===== src/rtl/fb_pkg.sv =====
// Shared definitions for the frame-buffer capture path: bus widths,
// default frame geometry and the capture controller state encoding.
package fb_pkg;

    localparam int FB_ADDR_W    = 15;
    localparam int FB_DATA_W    = 8;
    localparam int FB_H_PIXELS  = 160;
    localparam int FB_V_LINES   = 120;

    typedef enum logic [1:0] {
        IDLE    = 2'd0,
        ARMED   = 2'd1,
        CAPTURE = 2'd2
    } cap_state_t;

endpackage : fb_pkg


===== src/rtl/fb_capture_ctrl_if.sv =====
// Pixel stream in, frame-buffer port-A write side out. master = the capture
// controller, slave = the camera/frame-buffer environment around it.
interface fb_capture_ctrl_if
    import fb_pkg::*;
#(
    parameter int DATA_W = FB_DATA_W,
    parameter int ADDR_W = FB_ADDR_W
);
    // Stream semantics: a pixel exists only in a cycle where pix_valid is high;
    // pix_sof/pix_eol qualify that pixel. There is no back-pressure: the
    // controller consumes every valid pixel in the cycle it is presented.
    logic              pix_valid;
    logic [DATA_W-1:0] pix_data;
    logic              pix_sof;
    logic              pix_eol;
    logic              fb_wea;
    logic [ADDR_W-1:0] fb_addra;
    logic [DATA_W-1:0] fb_din;

    modport master (
        input  pix_valid, pix_data, pix_sof, pix_eol,
        output fb_wea, fb_addra, fb_din
    );

    modport slave (
        output pix_valid, pix_data, pix_sof, pix_eol,
        input  fb_wea, fb_addra, fb_din
    );

endinterface : fb_capture_ctrl_if


===== src/rtl/fb_xy_counter.sv =====
// Column/row/linear-address tracker for one frame. The counters always point
// at the position of the next pixel to be written.
module fb_xy_counter
    import fb_pkg::*;
#(
    parameter int H_PIXELS = FB_H_PIXELS,
    parameter int V_LINES  = FB_V_LINES,
    parameter int ADDR_W   = FB_ADDR_W
) (
    input  logic              clk,
    input  logic              rst_n,
    input  logic              i_load_zero,
    input  logic              i_advance,
    input  logic              i_eol,
    output logic [ADDR_W-1:0] o_addr,
    output logic              o_x_last,
    output logic              o_frame_last
);

    localparam int XW = (H_PIXELS > 1) ? $clog2(H_PIXELS) : 1;
    localparam int YW = (V_LINES  > 1) ? $clog2(V_LINES)  : 1;

    logic [XW-1:0]     r_x;
    logic [YW-1:0]     r_y;
    logic [ADDR_W-1:0] r_addr;

    // Linear address just increments, so no H*y product is ever formed.
    always_ff @(posedge clk or negedge rst_n) begin
        if (!rst_n) begin
            r_x    <= '0;
            r_y    <= '0;
            r_addr <= '0;
        end else if (i_load_zero) begin
            r_x    <= '0;
            r_y    <= '0;
            r_addr <= '0;
        end else if (i_advance) begin
            r_addr <= r_addr + ADDR_W'(1);
            if (i_eol) begin
                r_x <= '0;
                r_y <= r_y + YW'(1);
            end else begin
                r_x <= r_x + XW'(1);
            end
        end
    end

    assign o_addr       = r_addr;
    assign o_x_last     = (r_x == XW'(H_PIXELS - 1));
    assign o_frame_last = o_x_last && (r_y == YW'(V_LINES - 1));

endmodule : fb_xy_counter


===== src/rtl/fb_capture_ctrl.sv =====
// Single-shot frame capture: arms on request, syncs to start-of-frame, writes
// one H x V frame into the frame buffer and aborts on malformed line/frame framing.
module fb_capture_ctrl
    import fb_pkg::*;
#(
    parameter int H_PIXELS = FB_H_PIXELS,
    parameter int V_LINES  = FB_V_LINES,
    parameter int ADDR_W   = FB_ADDR_W,
    parameter int DATA_W   = FB_DATA_W
) (
    input  logic               clk,
    input  logic               rst_n,
    input  logic               cap_req,
    input  logic               cap_abort,
    output logic               cap_busy,
    output logic               cap_done,
    output logic               cap_err,
    output cap_state_t         dbg_state,
    fb_capture_ctrl_if.master  bus
);

    cap_state_t        r_state;
    logic              r_busy;
    logic              r_done;
    logic              r_err;
    logic              r_wea;
    logic [ADDR_W-1:0] r_addra;
    logic [DATA_W-1:0] r_din;

    logic [ADDR_W-1:0] w_addr;
    logic              w_x_last;
    logic              w_frame_last;
    logic              w_take;
    logic              w_bad;
    logic              w_write;
    logic              w_load_zero;

    // A pixel belongs to the frame once armed and synced on sof. The sof pixel
    // itself is held to the same eol rule as every other pixel of the frame.
    assign w_take = bus.pix_valid &&
                    ((r_state == CAPTURE) || ((r_state == ARMED) && bus.pix_sof));
    assign w_bad  = w_take && ((bus.pix_eol != w_x_last) ||
                               (bus.pix_sof && (w_addr != '0)));
    assign w_write     = w_take && !w_bad && !cap_abort;
    assign w_load_zero = cap_abort || (r_state == IDLE) ||
                         (w_take && (w_bad || w_frame_last));

    fb_xy_counter #(
        .H_PIXELS (H_PIXELS),
        .V_LINES  (V_LINES),
        .ADDR_W   (ADDR_W)
    ) u_xy (
        .clk          (clk),
        .rst_n        (rst_n),
        .i_load_zero  (w_load_zero),
        .i_advance    (w_write),
        .i_eol        (bus.pix_eol),
        .o_addr       (w_addr),
        .o_x_last     (w_x_last),
        .o_frame_last (w_frame_last)
    );

    always_ff @(posedge clk or negedge rst_n) begin
        if (!rst_n) begin
            r_state <= IDLE;
            r_busy  <= 1'b0;
            r_done  <= 1'b0;
            r_err   <= 1'b0;
            r_wea   <= 1'b0;
            r_addra <= '0;
            r_din   <= '0;
        end else begin
            r_wea  <= 1'b0;
            r_done <= 1'b0;
            if (cap_abort) begin
                r_state <= IDLE;
                r_busy  <= 1'b0;
            end else begin
                case (r_state)
                    IDLE: begin
                        if (cap_req) begin
                            r_state <= ARMED;
                            r_busy  <= 1'b1;
                            r_err   <= 1'b0;
                        end
                    end
                    ARMED, CAPTURE: begin
                        if (w_bad) begin
                            r_state <= IDLE;
                            r_busy  <= 1'b0;
                            r_err   <= 1'b1;
                        end else if (w_take) begin
                            r_wea   <= 1'b1;
                            r_addra <= w_addr;
                            r_din   <= bus.pix_data;
                            if (w_frame_last) begin
                                r_state <= IDLE;
                                r_busy  <= 1'b0;
                                r_done  <= 1'b1;
                            end else begin
                                r_state <= CAPTURE;
                            end
                        end
                    end
                    default: begin
                        r_state <= IDLE;
                        r_busy  <= 1'b0;
                    end
                endcase
            end
        end
    end

    assign cap_busy     = r_busy;
    assign cap_done     = r_done;
    assign cap_err      = r_err;
    assign dbg_state    = r_state;
    assign bus.fb_wea   = r_wea;
    assign bus.fb_addra = r_addra;
    assign bus.fb_din   = r_din;

endmodule : fb_capture_ctrl

===== src/flat_wrapper.sv =====
// flat-port wrapper written by rule: the top's interface ports become plain ports
module fb_capture_ctrl_flat import fb_pkg::*;
#(
    parameter int H_PIXELS = FB_H_PIXELS,
    parameter int V_LINES  = FB_V_LINES,
    parameter int ADDR_W   = FB_ADDR_W,
    parameter int DATA_W   = FB_DATA_W
)
  (clk, rst_n, cap_req, cap_abort, cap_busy, cap_done, cap_err, dbg_state, bus_pix_valid, bus_pix_data, bus_pix_sof, bus_pix_eol, bus_fb_wea, bus_fb_addra, bus_fb_din);
  fb_capture_ctrl_if #(.DATA_W(DATA_W), .ADDR_W(ADDR_W)) bus_i ();
  input  logic clk;
  input  logic rst_n;
  input  logic cap_req;
  input  logic cap_abort;
  output logic cap_busy;
  output logic cap_done;
  output logic cap_err;
  output cap_state_t dbg_state;
  input wire logic [$bits(bus_i.pix_valid)-1:0] bus_pix_valid;
  input wire logic [$bits(bus_i.pix_data)-1:0] bus_pix_data;
  input wire logic [$bits(bus_i.pix_sof)-1:0] bus_pix_sof;
  input wire logic [$bits(bus_i.pix_eol)-1:0] bus_pix_eol;
  output wire logic [$bits(bus_i.fb_wea)-1:0] bus_fb_wea;
  output wire logic [$bits(bus_i.fb_addra)-1:0] bus_fb_addra;
  output wire logic [$bits(bus_i.fb_din)-1:0] bus_fb_din;
  assign bus_i.pix_valid = bus_pix_valid;
  assign bus_i.pix_data = bus_pix_data;
  assign bus_i.pix_sof = bus_pix_sof;
  assign bus_i.pix_eol = bus_pix_eol;
  assign bus_fb_wea = bus_i.fb_wea;
  assign bus_fb_addra = bus_i.fb_addra;
  assign bus_fb_din = bus_i.fb_din;
  fb_capture_ctrl #(.H_PIXELS(H_PIXELS), .V_LINES(V_LINES), .ADDR_W(ADDR_W), .DATA_W(DATA_W)) u_core (.clk(clk), .rst_n(rst_n), .cap_req(cap_req), .cap_abort(cap_abort), .cap_busy(cap_busy), .cap_done(cap_done), .cap_err(cap_err), .dbg_state(dbg_state), .bus(bus_i));
endmodule

===== config.mk =====
export PLATFORM = sky130hd
export DESIGN_NAME = fb_capture_ctrl_flat
export DESIGN_NICKNAME = d
export VERILOG_FILES = /design/src/rtl/fb_pkg.sv /design/src/rtl/fb_capture_ctrl_if.sv /design/src/rtl/fb_xy_counter.sv /design/src/rtl/fb_capture_ctrl.sv /design/src/flat_wrapper.sv
export SDC_FILE = /design/constraint.sdc
export NUM_CORES = 1
export LEC_CHECK = 0
export ABC_AREA = 1
export CAP_MARGIN = 10
export CORE_UTILIZATION = 30
export CTS_CLUSTER_SIZE = 14
export DETAILED_ROUTE_END_ITERATION = 7
export RECOVER_POWER = 100
export SYNTH_ARGS = -nofsm -noshare
export SYNTH_HDL_FRONTEND = slang
export SYNTH_HIERARCHICAL = 1
export SYNTH_SLANG_ARGS = --single-unit

===== constraint.sdc =====
create_clock -name clk -period 3 [get_ports clk]
set_input_delay 0.9 -clock clk [delete_from_list [all_inputs] [get_ports clk]]
set_output_delay 0.9 -clock clk [all_outputs]
set_load 0.02 [all_outputs]

Word level (Yosys, flattened, before mapping). Index checks and enable logic that the tools add are counted.

Add/subtract/negate cells: 3. Equality and inequality tests: 10. Muxes and demuxes: 32. Bitwise operators: 2. Reduce and logical (&&, ||, !) cells: 26.

Operators with widths (count): 2-to-1 mux 15 bit (2); 2-to-1 mux 8 bit (3); 2-to-1 mux 7 bit (3); 2-to-1 mux 1 bit (16); adder 15 x 1 -> 15 bit, second input constant (1); nonzero test 15 bit (1); 2-to-1 mux 2 bit (5); adder 8 x 1 -> 8 bit, second input constant (1); == test 8 bit, second input constant (1); logical AND 1 bit (8); != test 4 x 2 -> 1 bit, second input constant (2); AND reduction 4 bit (2); adder 7 x 1 -> 7 bit, second input constant (1); == test 7 bit, second input constant (1); nonzero test 2 bit (3); logical OR 1 bit (5); case mux 1 bit (2 select lines) (2); case mux 2 bit (2 select lines) (1); AND reduction 2 bit (2); != test 3 bit, second input constant (1); AND reduction 3 bit (1); == test 2 x 1 -> 1 bit, second input constant (1); == test 2 bit, second input constant (1); zero test 1 bit (2); 6 further kinds (7).

Register bits after elaboration: 59. Input port bits: 15. Output and inout port bits: 29. Logic and storage cells: 83.

Longest topological paths before layout.
Depth after elaboration: 10. Depth in mapped cells: 17. Mapped depth without buffers: 16.

Cells and area by module. Netlist, hierarchy kept.

Modules (own cells, without submodules): fb_xy_counter (instances 1, cells an instance 218, area each 1616.6 µm², seq. area each 750.7 µm²); fb_capture_ctrl (instances 1, cells an instance 162, area each 1331.3 µm², seq. area each 725.7 µm²).

Worst setup path before layout. No wires, ideal clock.

Kind: input-to-reg. Start: in bus_pix_sof. End: reg u_core.u_xy.r_x[7]. Setup time: 0.123 ns. Arrival: 2.134 ns. Required time: 2.877 ns. Path slack: 0.743 ns. Stages: 11. Buffers on the path: 2. Cells stage by stage: nand2_1 a21boi_1 nand2_1 nor2_4 buf_4 nor2_2 buf_6 nor2_4 nand2_2 nor3b_1 nor2_1.

Longest elaborated chain between the ends: 8. Elaborated cells on any way between the ends: 14. Those cells by class: 1 x mux; 13 x reduce/logical.

Ends and longest elaborated chain: start: declaration (RTL line flat_wrapper.sv:21) `input wire logic [$bits(bus_i.pix_sof)-1:0] bus_pix_sof;`; logical AND 1 bit (RTL line fb_capture_ctrl.sv:41) `((r_state == CAPTURE) || ((r_state == ARMED) && bus.pix_sof));`; logical OR 1 bit (RTL line fb_capture_ctrl.sv:41); logical AND 1 bit (RTL line fb_capture_ctrl.sv:40) `assign w_take = bus.pix_valid &&`; logical AND 1 bit (RTL line fb_capture_ctrl.sv:42) `assign w_bad = w_take && ((bus.pix_eol != w_x_last) ||`; zero test 1 bit (RTL line fb_capture_ctrl.sv:44) `assign w_write = w_take && !w_bad && !cap_abort;`; logical AND 1 bit (*) (2 in a row) (RTL line fb_capture_ctrl.sv:44); named net u_core.w_write (RTL line fb_capture_ctrl.sv:35) `logic w_write;`; nonzero test 2 bit (no line) (*); end signal: assignment (RTL line fb_xy_counter.sv:43) `r_x <= r_x + XW'(1);`; end: declaration (RTL line fb_xy_counter.sv:23) `logic [XW-1:0] r_x;`.

Mark *: on every way through the listed nets, which the timed path passes. The rest lies on a longest branch. A chain may end at the register's enable or synchronous reset.

Final worst setup path.
Start: in bus_pix_sof. End: reg u_core.u_xy.r_x[4].

Same word-level chain as after synthesis.

==> results.cfg <==
[critical_path]
startpoint_type = input port
timing.critical_path.fanout_max = 11
critical_path_type = input port to flop
worstPathRequired_ps = 3230
worst_path_largest_cell_delay_ps = 550
timing.critical_path.slowest_stage_cell = dlygate4sd3_1
critical_path.endpoint_type = flop
worst_path_most_repeated_cell = nand2_1
timing.critical_path.cells = dlygate4sd3_1 > nand2_1 > a21boi_1 > nand2_1 > nor2_4 > nor2_2 > buf_4 > nor2_1 > nand2_1 > o21ai_0 > a21oi_1
worstPathArrival_ps = 2890

[finish]
syn_to_final_growth_pct = 26.6
post_layout_nonfiller_instances = 567
finish.net_count = 456
diodes = 0
postLayoutCellArea_um2 = 3730
drive_gt1_frac = 0.0639

[placed_design]
finalWeightedCongestion = 0.847
detailedPlacementHpwl_um = 4530
placement.setup.worst_slack_ps = 45.1
post_dp_cell_area_um2 = 3550
placedCellCount = 551
io_buffers = 43

[yosys]
netlist_area_um2 = 2950
ys_warn_count = 6
yosysSeqAreaShare = 0.501
post_synthesis_net_count = 403
yosys_register_bits = 59
syn_area_per_cell_um2 = 7.76
synthCells = 380
synth_cell_type_count = 31

[drt]
postRouteAntennaNets = 0
first_pass_iters = 4
wl_per_cell_um = 11.2
postRouteWirelength_um = 6360
avgViaCountPerCell = 4.46
via_count = 2531
drt_drc_violations_left = 0
detailedRoute.firstIterationViolations = 102

[timing]
transition_time_at_the_pin_with_the_least_slew_margin_ps = 1650
grt_setup_unrepaired = false
final-setup-viol-count = 0
tns_ps = 0
largest_clock_skew_in_the_final_design_ps = 6.19
post-route-min-period_ps = 2660
postLayoutSetupSlackWorst_ps = 340
final-max-slew-violation-count = 28
hold_viol_final = 0
achievable-frequency_mhz = 376
max-slew-margin-rel = -0.102
layout_worst_path_cycle_share = 0.887

[clock_network]
cts_resized = 0
clock_path_buffers = 2
clock-root-buffer = clkbuf_8
clock_tree.htree_level_count = 3
tritoncts_clock_tree = done
cts_made_buffers = 9
post_cts_buffers = 0
clk_pin_slew_worst_paths_ps = 60
worst_skew_pair.late_latency_ps = 340
cts_sinks = 59
hold_buffers = 0

[global_route]
grt_first_pass_wirelength_um = 10700
gr-usage-all-layers = 0.137
antenna_found_initial = 0
vias_in_the_first_global_route = 2385
grt_ovf = 0
grt_start_max_net_pins = 33

[outcome]
run_status = complete, but fails checks
failed_checks = max-capacitance violations, max-slew violations

[job]
maxCapViolations = 1

[floorplan]
die_w_um = 101
placement_rows = 35
die_height_um = 101
ios = 44
start_util = 0.315
fp.dieArea_um2 = 10200
core_area_um2 = 9370

[power]
power_density_nw_per_um2 = 647
p_leak_nw = 1.92
vdd_drop_max_v = 0.000369

[worst_hold_path]
timing.hold.worst.class = flop to flop
==> registers in the layout (all words and copies together), names as in the netlist <==
signal and count:
u_core/u_xy/o_addr 15, u_core/u_xy/r_x 8, u_core/dbg_state 2, u_core/bus.fb_addra 15
u_core/cap_busy 1, u_core/u_xy/r_y 7, u_core/bus.fb_din 8, u_core/cap_err 1
u_core/cap_done 1, u_core/bus.fb_wea 1
==> area by class of cell <==
class | instances | area, µm²
clock inverter | 6 | 88.8
tap | 129 | 161
timing repair buffer | 51 | 484
multi-input combinational | 272 | 1230
fill | 1004 | 5640
clock buffer | 10 | 138
sequential | 59 | 1480
inverter | 40 | 151
==> cell usage after synthesis (all sizes together) <==
cell / instances / area [µm²]
a21boi: 1 / 7.51
a21oi: 12 / 60.1
a31oi: 1 / 6.26
a32o: 1 / 10.0
and2: 1 / 6.26
buf: 8 / 61.3
clkbuf: 1 / 3.75
clkinv: 2 / 8.75
dfrtp: 59 / 1480
ha: 8 / 100
inv: 38 / 143
nand2: 137 / 524
nand3: 15 / 75.1
nand4: 7 / 43.8
nor2: 59 / 246
nor3: 6 / 30.0
nor3b: 2 / 15.0
nor4: 1 / 6.26
o21ai: 15 / 75.1
o21ba: 1 / 10.0
o21bai: 2 / 15.0
o22ai: 1 / 6.26
xnor2: 2 / 17.5
==> layout by cell type (no fill, tap or decap), types with 2 or more instances in the layout <==
| cell | netlist | routed |
|---|---|---|
| nand4_1 | 7 | 7 |
| o21bai_1 | 2 | 2 |
| nor2_1 | 53 | 56 |
| dlygate4sd3_1 | 0 | 31 |
| xnor2_1 | 2 | 2 |
| inv_1 | 36 | 37 |
| nand3_1 | 15 | 15 |
| buf_4 | 1 | 3 |
| a21oi_1 | 12 | 12 |
| nor3_1 | 6 | 6 |
| ha_1 | 8 | 8 |
| dfrtp_1 | 59 | 59 |
| bufinv_16 | 0 | 2 |
| nor2_2 | 4 | 2 |
| clkinv_2 | 1 | 2 |
| nand2_1 | 135 | 137 |
| o21ai_0 | 15 | 15 |
| clkbuf_1 | 1 | 3 |
| clkbuf_8 | 0 | 10 |
| nor3b_1 | 2 | 2 |
| clkdlybuf4s50_1 | 0 | 11 |
| clkbuf_2 | 0 | 2 |
| clkinvlp_4 | 0 | 2 |
==> power breakdown <==
part           internal (mW)  leakage (nW)  switching (mW)  total (mW)
sequential             0.877         0.815          0.0508       0.928
combinational          0.252         0.994           0.417       0.669
clock                  0.489         0.108           0.327       0.817
total                   1.62          1.92           0.795        2.41
==> stage by stage <==
stage	total power, mW	utilization	hold slack [ps]
floorplan	1.38	-	469
global placement	1.67	0.379	461
detailed placement	1.69	0.379	464
CTS	2.52	0.403	482
global route	2.56	0.398	500
finish	2.41	0.398	471
==> routing by layer <==
metal | global-route usage | share of wire
met4 | 0.0580 | 0.016
met2 | 0.216 | 0.46
met5 | 0 | 0
met1 | 0.172 | 0.47
met3 | 0.0430 | 0.051
==> critical path: cells and delay by family <==
family	cells	cell delay (ps)
buf+inv	2	720
compound gates	3	500
simple gates	6	770
==> worst paths after layout <==
| kind | slack, ps | endpoint | cells after the start | start |
|---|---|---|---|---|
| worst max-delay path | 340 | u_core/u_xy/r_x[4] | 11 | bus_pix_sof |
| worst min-delay path | 470 | u_core/bus.fb_addra[10] | 2 | u_core/bus.fb_addra[10] |
| worst max register to register | 570 | u_core/u_xy/r_y[6] | 12 | u_core/u_xy/r_x[0] |
| worst min register to register | 470 | u_core/bus.fb_addra[10] | 2 | u_core/bus.fb_addra[10] |
| max in group asynchronous | 1070 | u_core/u_xy/r_x[4] | 1 | rst_n |
| min in group asynchronous | 970 | u_core/cap_busy | 1 | rst_n |
==> cell families (layout without fill, tap and decap cells) <==
| kind of cell | after synthesis | count (layout) | synth area share |
|---|---|---|---|
| adders and majority gates | 8 | 8 | 0.0340 |
| AOI/OAI and AO/OA | 34 | 34 | 0.0645 |
| buffers and inverters | 49 | 107 | 0.0734 |
| DFF | 59 | 59 | 0.501 |
| xor gates and xnor gates | 2 | 2 | 0.00594 |
| and+or+nand+nor | 228 | 228 | 0.321 |
Power figures use the tool's default switching activity.
